File: config.mk
export PLATFORM = sky130hd
export DESIGN_NAME = gtech_reduce_pipe
export DESIGN_NICKNAME = d
export VERILOG_FILES = /design/src/rtl/gtech_reduce_pkg.sv /design/src/rtl/gtech_pipe_stage.sv /design/src/rtl/gtech_reduce_pipe.sv
export SDC_FILE = /design/constraint.sdc
export NUM_CORES = 1
export LEC_CHECK = 0
export ABC_AREA = 1
export CAP_MARGIN = 5
export CORE_AREA = 10 10 47 49
export DETAILED_ROUTE_END_ITERATION = 6
export DIE_AREA = 0 0 57 59
export GPL_TIMING_DRIVEN = 1
export PLACE_DENSITY_LB_ADDON = 0.25
export SLEW_MARGIN = 20
export SYNTH_ARGS = -nofsm -noshare
export SYNTH_HDL_FRONTEND = slang
export SYNTH_SLANG_ARGS = --single-unit
File: constraint.sdc
create_clock -name CLK -period 1.1 [get_ports CLK]
set_input_delay 0.275 -clock CLK [delete_from_list [all_inputs] [get_ports CLK]]
set_output_delay 0.275 -clock CLK [all_outputs]
set_load 0.01 [all_outputs]
File: src/rtl/gtech_reduce_pkg.sv
// gtech_reduce_pkg: shared constants, mode encodings and the bitwise
// reduction function used by the gtech_reduce_pipe cell.
package gtech_reduce_pkg;

    localparam int MODE_W  = 3;

    // Upper bounds for the generic reduce() function; the pipe checks its
    // own N and W against these at elaboration.
    localparam int MAX_N   = 64;
    localparam int MAX_W   = 64;
    localparam int MAX_VEC = MAX_N * MAX_W;

    typedef enum logic [MODE_W-1:0] {
        MODE_AND  = 3'd0,
        MODE_OR   = 3'd1,
        MODE_XOR  = 3'd2,
        MODE_NAND = 3'd3,
        MODE_NOR  = 3'd4,
        MODE_XNOR = 3'd5
    } mode_e;

    // Reduce n operands of w bits each (operand i at ops[i*w +: w]) bit by bit.
    // Unused high result bits are forced to 0. Reserved modes act as NOR.
    function automatic logic [MAX_W-1:0] reduce(
        input logic [MODE_W-1:0]  mode,
        input logic [MAX_VEC-1:0] ops,
        input int                 n,
        input int                 w
    );
        logic [MAX_W-1:0] mask;
        logic [MAX_W-1:0] opnd;
        logic [MAX_W-1:0] all_and;
        logic [MAX_W-1:0] any_or;
        logic [MAX_W-1:0] parity;
        logic [MAX_W-1:0] res;
        mask    = (w >= MAX_W) ? {MAX_W{1'b1}} : ((MAX_W'(1) << w) - MAX_W'(1));
        all_and = {MAX_W{1'b1}};
        any_or  = '0;
        parity  = '0;
        for (int i = 0; i < MAX_N; i++) begin
            if (i < n) begin
                opnd    = MAX_W'(ops >> (i * w)) & mask;
                all_and = all_and & opnd;
                any_or  = any_or | opnd;
                parity  = parity ^ opnd;
            end
        end
        case (mode)
            MODE_AND:  res = all_and;
            MODE_OR:   res = any_or;
            MODE_XOR:  res = parity;
            MODE_NAND: res = ~all_and;
            MODE_XNOR: res = ~parity;
            default:   res = ~any_or;
        endcase
        return res & mask;
    endfunction

endpackage

File: src/rtl/gtech_pipe_stage.sv
// gtech_pipe_stage: one valid/ready register slice of the reduction pipe.
// The stage loads whenever its ready (load) is high; an empty slot holds 0.
module gtech_pipe_stage
    import gtech_reduce_pkg::*;
#(
    parameter int WIDTH = 1
) (
    input  logic             clk,
    input  logic             rst,
    input  logic             load,
    input  logic             up_valid,
    input  logic [WIDTH-1:0] up_data,
    output logic             valid,
    output logic [WIDTH-1:0] data
);

    // Capture the upstream slot when ready; bubbles store zero data.
    always_ff @(posedge clk) begin
        if (rst) begin
            valid <= 1'b0;
            data  <= '0;
        end else if (load) begin
            valid <= up_valid;
            data  <= up_valid ? up_data : '0;
        end
    end

endmodule

File: src/rtl/gtech_reduce_pipe.sv
// gtech_reduce_pipe: N-operand, W-bit bitwise reduction (AND/OR/XOR/NAND/
// NOR/XNOR) followed by a STAGES-deep valid/ready register pipeline.
// Optional macro GTECH_REDUCE_STATUS_EN adds TXN_CNT and BUSY outputs.
module gtech_reduce_pipe
    import gtech_reduce_pkg::*;
#(
    parameter int N      = 3,
    parameter int W      = 1,
    parameter int STAGES = 1
) (
    input  logic              CLK,
    input  logic              RST,
    input  logic              IN_VALID,
    output logic              IN_READY,
    input  logic [MODE_W-1:0] MODE,
    input  logic [N*W-1:0]    DIN,
    output logic              OUT_VALID,
    input  logic              OUT_READY,
    output logic [W-1:0]      Z
`ifdef GTECH_REDUCE_STATUS_EN
    ,
    output logic [31:0]       TXN_CNT,
    output logic              BUSY
`endif
);

    if (N < 2 || W < 1 || STAGES < 1 || N > MAX_N || W > MAX_W) begin : g_param_check
        $fatal(1, "gtech_reduce_pipe: illegal parameters N=%0d W=%0d STAGES=%0d", N, W, STAGES);
    end

    logic [STAGES-1:0]        stage_valid;
    logic [STAGES-1:0][W-1:0] stage_data;
    logic [STAGES-1:0]        stage_ready;
    logic [MAX_VEC-1:0]       din_ext;
    logic [W-1:0]             reduced;

    // Zero-extend the operand bus to the width the shared function expects.
    always_comb begin
        din_ext          = '0;
        din_ext[N*W-1:0] = DIN;
    end

    assign reduced = W'(reduce(MODE, din_ext, N, W));

    for (genvar k = 0; k < STAGES; k++) begin : g_stage
        logic         up_valid;
        logic [W-1:0] up_data;

        if (k == 0) begin : g_head
            assign up_valid = IN_VALID;
            assign up_data  = reduced;
        end else begin : g_body
            assign up_valid = stage_valid[k-1];
            assign up_data  = stage_data[k-1];
        end

        // ready_k = ~valid_k | ready_(k+1) unrolled: stage k can move unless it
        // and every stage downstream of it are full and the sink is stalled.
        // Written flat so ready has no self-referencing combinational chain.
        assign stage_ready[k] = OUT_READY | ~(&stage_valid[STAGES-1:k]);

        gtech_pipe_stage #(.WIDTH(W)) u_stage (
            .clk      (CLK),
            .rst      (RST),
            .load     (stage_ready[k]),
            .up_valid (up_valid),
            .up_data  (up_data),
            .valid    (stage_valid[k]),
            .data     (stage_data[k])
        );
    end

    assign IN_READY  = stage_ready[0];
    assign OUT_VALID = stage_valid[STAGES-1];
    assign Z         = stage_data[STAGES-1];

`ifdef GTECH_REDUCE_STATUS_EN
    // Count completed output handshakes; wraps naturally at 2^32.
    always_ff @(posedge CLK) begin
        if (RST) begin
            TXN_CNT <= '0;
        end else if (OUT_VALID && OUT_READY) begin
            TXN_CNT <= TXN_CNT + 32'd1;
        end
    end

    assign BUSY = |stage_valid;
`endif

endmodule

### Word level (Yosys, flattened, before mapping)

Cells that the tools add are included.

| word-level totals | value |
|---|---|
| bits in read-only memories | 0 |
| logic and storage cells | 20 |
| memories | 0 |
| bits in registers | 2 |
| output and inout bits | 3 |
| input bits | 10 |
| RAM bits | 0 |
| latch bits | 0 |

| operators by class | value |
|---|---|
| multiplexer cells | 2 |
| bitwise gates (word level) | 11 |
| magnitude comparators | 0 |
| shift-type cells | 0 |
| div/mod/pow operators | 0 |
| reduce and logical (&&, ||, !) cells | 1 |
| equal/unequal tests | 4 |
| add/sub/neg operators | 0 |
| multipliers | 0 |

Operator list:

| operator | count |
|---|---|
| equality test 3 x 2 -> 1 bit, second input constant | 2 |
| one-hot mux 1 bit (5 select lines) | 1 |
| inverter 1 bit | 4 |
| equality test 3 x 1 -> 1 bit, second input constant | 1 |
| equality test 3 bit, second input constant | 1 |
| logical NOT 3 bit | 1 |
| bitwise OR 1 bit | 3 |
| bitwise AND 1 bit | 2 |
| bitwise XOR 1 bit | 2 |
| two-way mux 1 bit | 1 |

### Logic depth before layout (Yosys ltp)

| logic depth | value |
|---|---|
| depth after elaboration | 5 |
| gate-level depth with buffers | 9 |
| mapped depth without buffers | 9 |

### Modules after synthesis

A second synthesis with hierarchy kept.

| unflattened totals | value |
|---|---|
| cell total of the unflattened synthesis | 42 |
| area, all modules | 225.2 um2 |

By module, submodules not included:

| module | area an instance (um2) | sequential area each (um2) | cells an instance | instances |
|---|---|---|---|---|
| gtech_reduce_pipe | 151.4 | 0.0 | 33 | 1 |
| gtech_pipe_stage | 73.8 | 40.0 | 9 | 1 |

### Worst setup path before layout

No wires, ideal clock.

| timing | value |
|---|---|
| path kind | input port to flip-flop |
| start | input port DIN[0] |
| end | register g_stage[0].u_stage.data |
| buffers on the path | 0 |
| data required time | 1.034 ns |
| data arrival time | 1.036 ns |
| stages on the path | 9 |
| library setup time | 0.066 ns |
| setup slack | -0.002 ns |
| path through | inv_1 > ha_1 > inv_1 > nand2_1 > nand3_1 > nand2_1 > nand3_1 > nand2_1 > a21oi_2 |

| on the way | value |
|---|---|
| word-level cells in the longest chain between the ends | 5 |
| elaborated cells on any way between the ends | 11 |
| those cells by class | 2 x mux; 9 x bitwise |

Ends and longest elaborated chain:

| item | RTL line | source |
|---|---|---|
| start: declaration | gtech_reduce_pipe.sv:16 | `input logic [N*W-1:0] DIN,` |
| bitwise OR 1 bit (tied with other cells) (2 in a row) | gtech_reduce_pkg.sv:44 | `any_or = any_or \| opnd;` |
| inverter 1 bit, on equally long branches | gtech_reduce_pkg.sv:54, gtech_reduce_pkg.sv:52, gtech_reduce_pkg.sv:53 |  |
| one-hot mux 1 bit (5 select lines) (*) | gtech_reduce_pkg.sv:48 | `case (mode)` |
| two-way mux 1 bit (*) | gtech_pipe_stage.sv:24 | `data <= up_valid ? up_data : '0;` |
| end signal: assignment | gtech_pipe_stage.sv:24 |  |
| end: declaration | gtech_pipe_stage.sv:14 | `output logic [WIDTH-1:0] data` |

Every way passes the cells marked *; elsewhere a longest branch is shown, timed or not.
A chain may end at the register's enable or synchronous reset.

### Worst setup path after layout

| timing | value |
|---|---|
| start | register g_stage[0].u_stage.valid |
| end | output port IN_READY |

| on the way | value |
|---|---|
| word-level cells in the longest chain between the ends | 2 |

Ends and longest elaborated chain:

| item | RTL line | source |
|---|---|---|
| start: declaration | gtech_pipe_stage.sv:13 | `output logic valid,` |
| start signal: assignment | gtech_pipe_stage.sv:23 | `valid <= up_valid;` |
| inverter 1 bit | gtech_reduce_pipe.sv:60 | `assign stage_ready[k] = OUT_READY \| ~(&stage_valid[STAGES-1:k]);` |
| bitwise OR 1 bit | gtech_reduce_pipe.sv:60 |  |
| end: declaration | gtech_reduce_pipe.sv:14 | `output logic IN_READY,` |

No other way between the ends.

==> impl_metrics.tcl <==
set metrics [dict create \
    outcome "completed" \
    startpoint_type "register" \
    grt_antenna_before_repair 0 \
    finalWirelength_um 673 \
    fp.dieW_um 57 \
    synth.distinct_cells 11 \
    initial_core_util_pct 17.1 \
    powerDensity_nw_per_um2 816 \
    clk_pin_slew_worst_paths_ns 0.03 \
    clkSinkCount 2 \
    yosys.area.top_type "nand2_1" \
    drv_slew 0 \
    drv_cap 0 \
    reg2reg_slack_ns 0.06 \
    core_area_um2 1400 \
    period_share_pct 99.9 \
    finalHoldViolations 0 \
    wire_per_inst_um 8.21 \
    synth_top_cell_area_share_pct 23.4 \
    cts-root-buf "clkbuf_4" \
    die_y_um 59 \
    nFillCells 174 \
    power.leakage_nw 0.261 \
    slowest_delay_ns 0.31 \
    grtUsageTotal_pct 4.41 \
    dp_hpwl_um 541 \
    max_slew_margin_pct 88.6 \
    ant_nets 0 \
    overflow 0 \
    finClkSkew_ns 0.00404 \
    rows 14 \
    hold_class "in2reg" \
    cp_max_fo 2 \
    crit_chain "inv_2, nor2_4, inv_2, buf_6" \
    tns_ns 0 \
    cpMaxStageDelayCell "dfxtp_2" \
    htreeDepth 1 \
    syn_area_um2 240 \
    critPathRequiredTime_ns 0.82 \
    post-route-min-period_ns 1.10 \
    ir_worst_vdd_mv 0.203 \
    p_total_w 0.000368 \
    synth_nets 57 \
    drtPass1Iterations 2 \
    io_buffers 12 \
    setup_viol_count_final 0 \
    synth_seq_cells 2 \
    worst_pin_slew_ns 0.171 \
    grt_pass1_wl_um 1100 \
    drt-initial-drc-count 4 \
    syn_area_per_cell_um2 5.34 \
    grt_setup_unrepaired "yes" \
    utilization_pct 32.2 \
    fmax_ghz 0.910 \
    final_net_count 80 \
    route.detailed.drc 0 \
    synth_top_cells_by_area "nand2_1, dfxtp_1, inv_1, ha_1, nor2_1" \
    grt_max_degree 6 \
    vias_per_cell 3.62 \
    cts_buffers 3 \
    drive_gt1_share_pct 42.4 \
    grt_pass1_vias 283 \
    dp_cells 77 \
    layout_commonest_cell "nand2_1" \
    layout_common_cells "nand2_1, inv_2, buf_4" \
    critPathCaptureType "primary output" \
    arrival_ns 0.82 \
    num_io_pins 13 \
    stdcell_count 82 \
    num_vias 297 \
    path_class "reg2out" \
    cts_tree "yes" \
    hold_buffers 0 \
    netlist_instances 45 \
    area_growth_pct 88.0 \
    fp.dieArea_um2 3360 \
    place_congestion 0.680 \
    seq_area_frac_synth_pct 16.7 \
    crit_top_cell "inv_2" \
    yosys_warnings 0 \
    antenna_cells 0 \
    clk_path_buf_depth 2 \
    clk_latency_ns 0.23 \
]
[worst max-delay path: cells and delay by family (launching register included)]
| family | cells | cell delay [ns] |
|---|---|---|
| DFF | 1 | 0.31 |
| and+or+nand+nor | 1 | 0.08 |
| buffers and inverters | 3 | 0.20 |
[synthesized netlist by cell type]
| library cell | number |
|---|---|
| nor2_2 | 1 |
| dfxtp_1 | 2 |
| ha_1 | 2 |
| nand2_1 | 15 |
| nand3_2 | 1 |
| nand2_2 | 1 |
| nand3_1 | 4 |
| nor2_1 | 6 |
| inv_1 | 8 |
| inv_2 | 4 |
| a21oi_2 | 1 |
[per-layer routing]
layer  share of wire, %  global-route usage (%)  wire length (um)  up-vias
li1                   -                       -                 -      174
met1                 48                    4.51               325      112
met2                 38                    4.81               255       11
met3                 14                    5.15                93        0
met4                  0                    3.02                 0        0
met5                  0                       0                 0        -
[sequential cells by signal, indices dropped and copies added, names as in the netlist]
name	count
g_stage.u_stage.data	1
g_stage.u_stage.valid	1
[power by group]
part	leakage (nW)	switching [W]	internal, W	total, W
Combinational	0.230	0.0000591	0.0000651	0.000124
Sequential	0.0168	0.00000216	0.0000780	0.0000801
Clock	0.0138	0.0000436	0.000120	0.000164
Total	0.261	0.000105	0.000264	0.000368
[per-stage QoR]
stage / hold WS [ns] / setup WS [ns] / area, um2
5_1_grt: 0.529 / -0.0612 / 452
2_1_floorplan: 0.337 / 0.0278 / 253
4_1_cts: 0.586 / -0.0811 / 444
6_report: 0.508 / 0.00130 / 452
3_3_place_gp: 0.577 / -0.548 / 423
3_5_place_dp: 0.581 / -0.556 / 423
[area by class of cell]
type	count	area (um2)	area share [%]
Clock buffer	3	22.5	4.99
Inverter	12	45.0	9.97
Multi-Input combinational cell	31	175	38.8
Sequential cell	2	41.3	9.14
Tap cell	16	20.0	4.43
Timing Repair Buffer	18	148	32.7
[cell families (layout without fill, tap and decap cells)]
logic type      Yosys count  in the layout  share of synthesized area, %
compound gates            1              1                          3.65
fa+ha+maj                 2              2                          10.4
buf+inv                  12             33                          18.7
flops                     2              2                          16.7
simple gates             28             28                          50.5
[path summary, 6_finish.rpt]
path	start	end	cells past startpoint
setup / recovery	g_stage[0].u_stage.valid	IN_READY	4
hold / removal	MODE[2]	g_stage[0].u_stage.data	5
setup reg to reg	g_stage[0].u_stage.valid	g_stage[0].u_stage.data	9
hold reg to reg	g_stage[0].u_stage.data	g_stage[0].u_stage.data	3
[repair_timing]
item                       CTS  global route
setup buffers                1             1
setup endpoints to repair    4             4
pin swaps                    3             4
gates resized for setup     18             9
No activity file was read; power rests on OpenSTA's default activity.
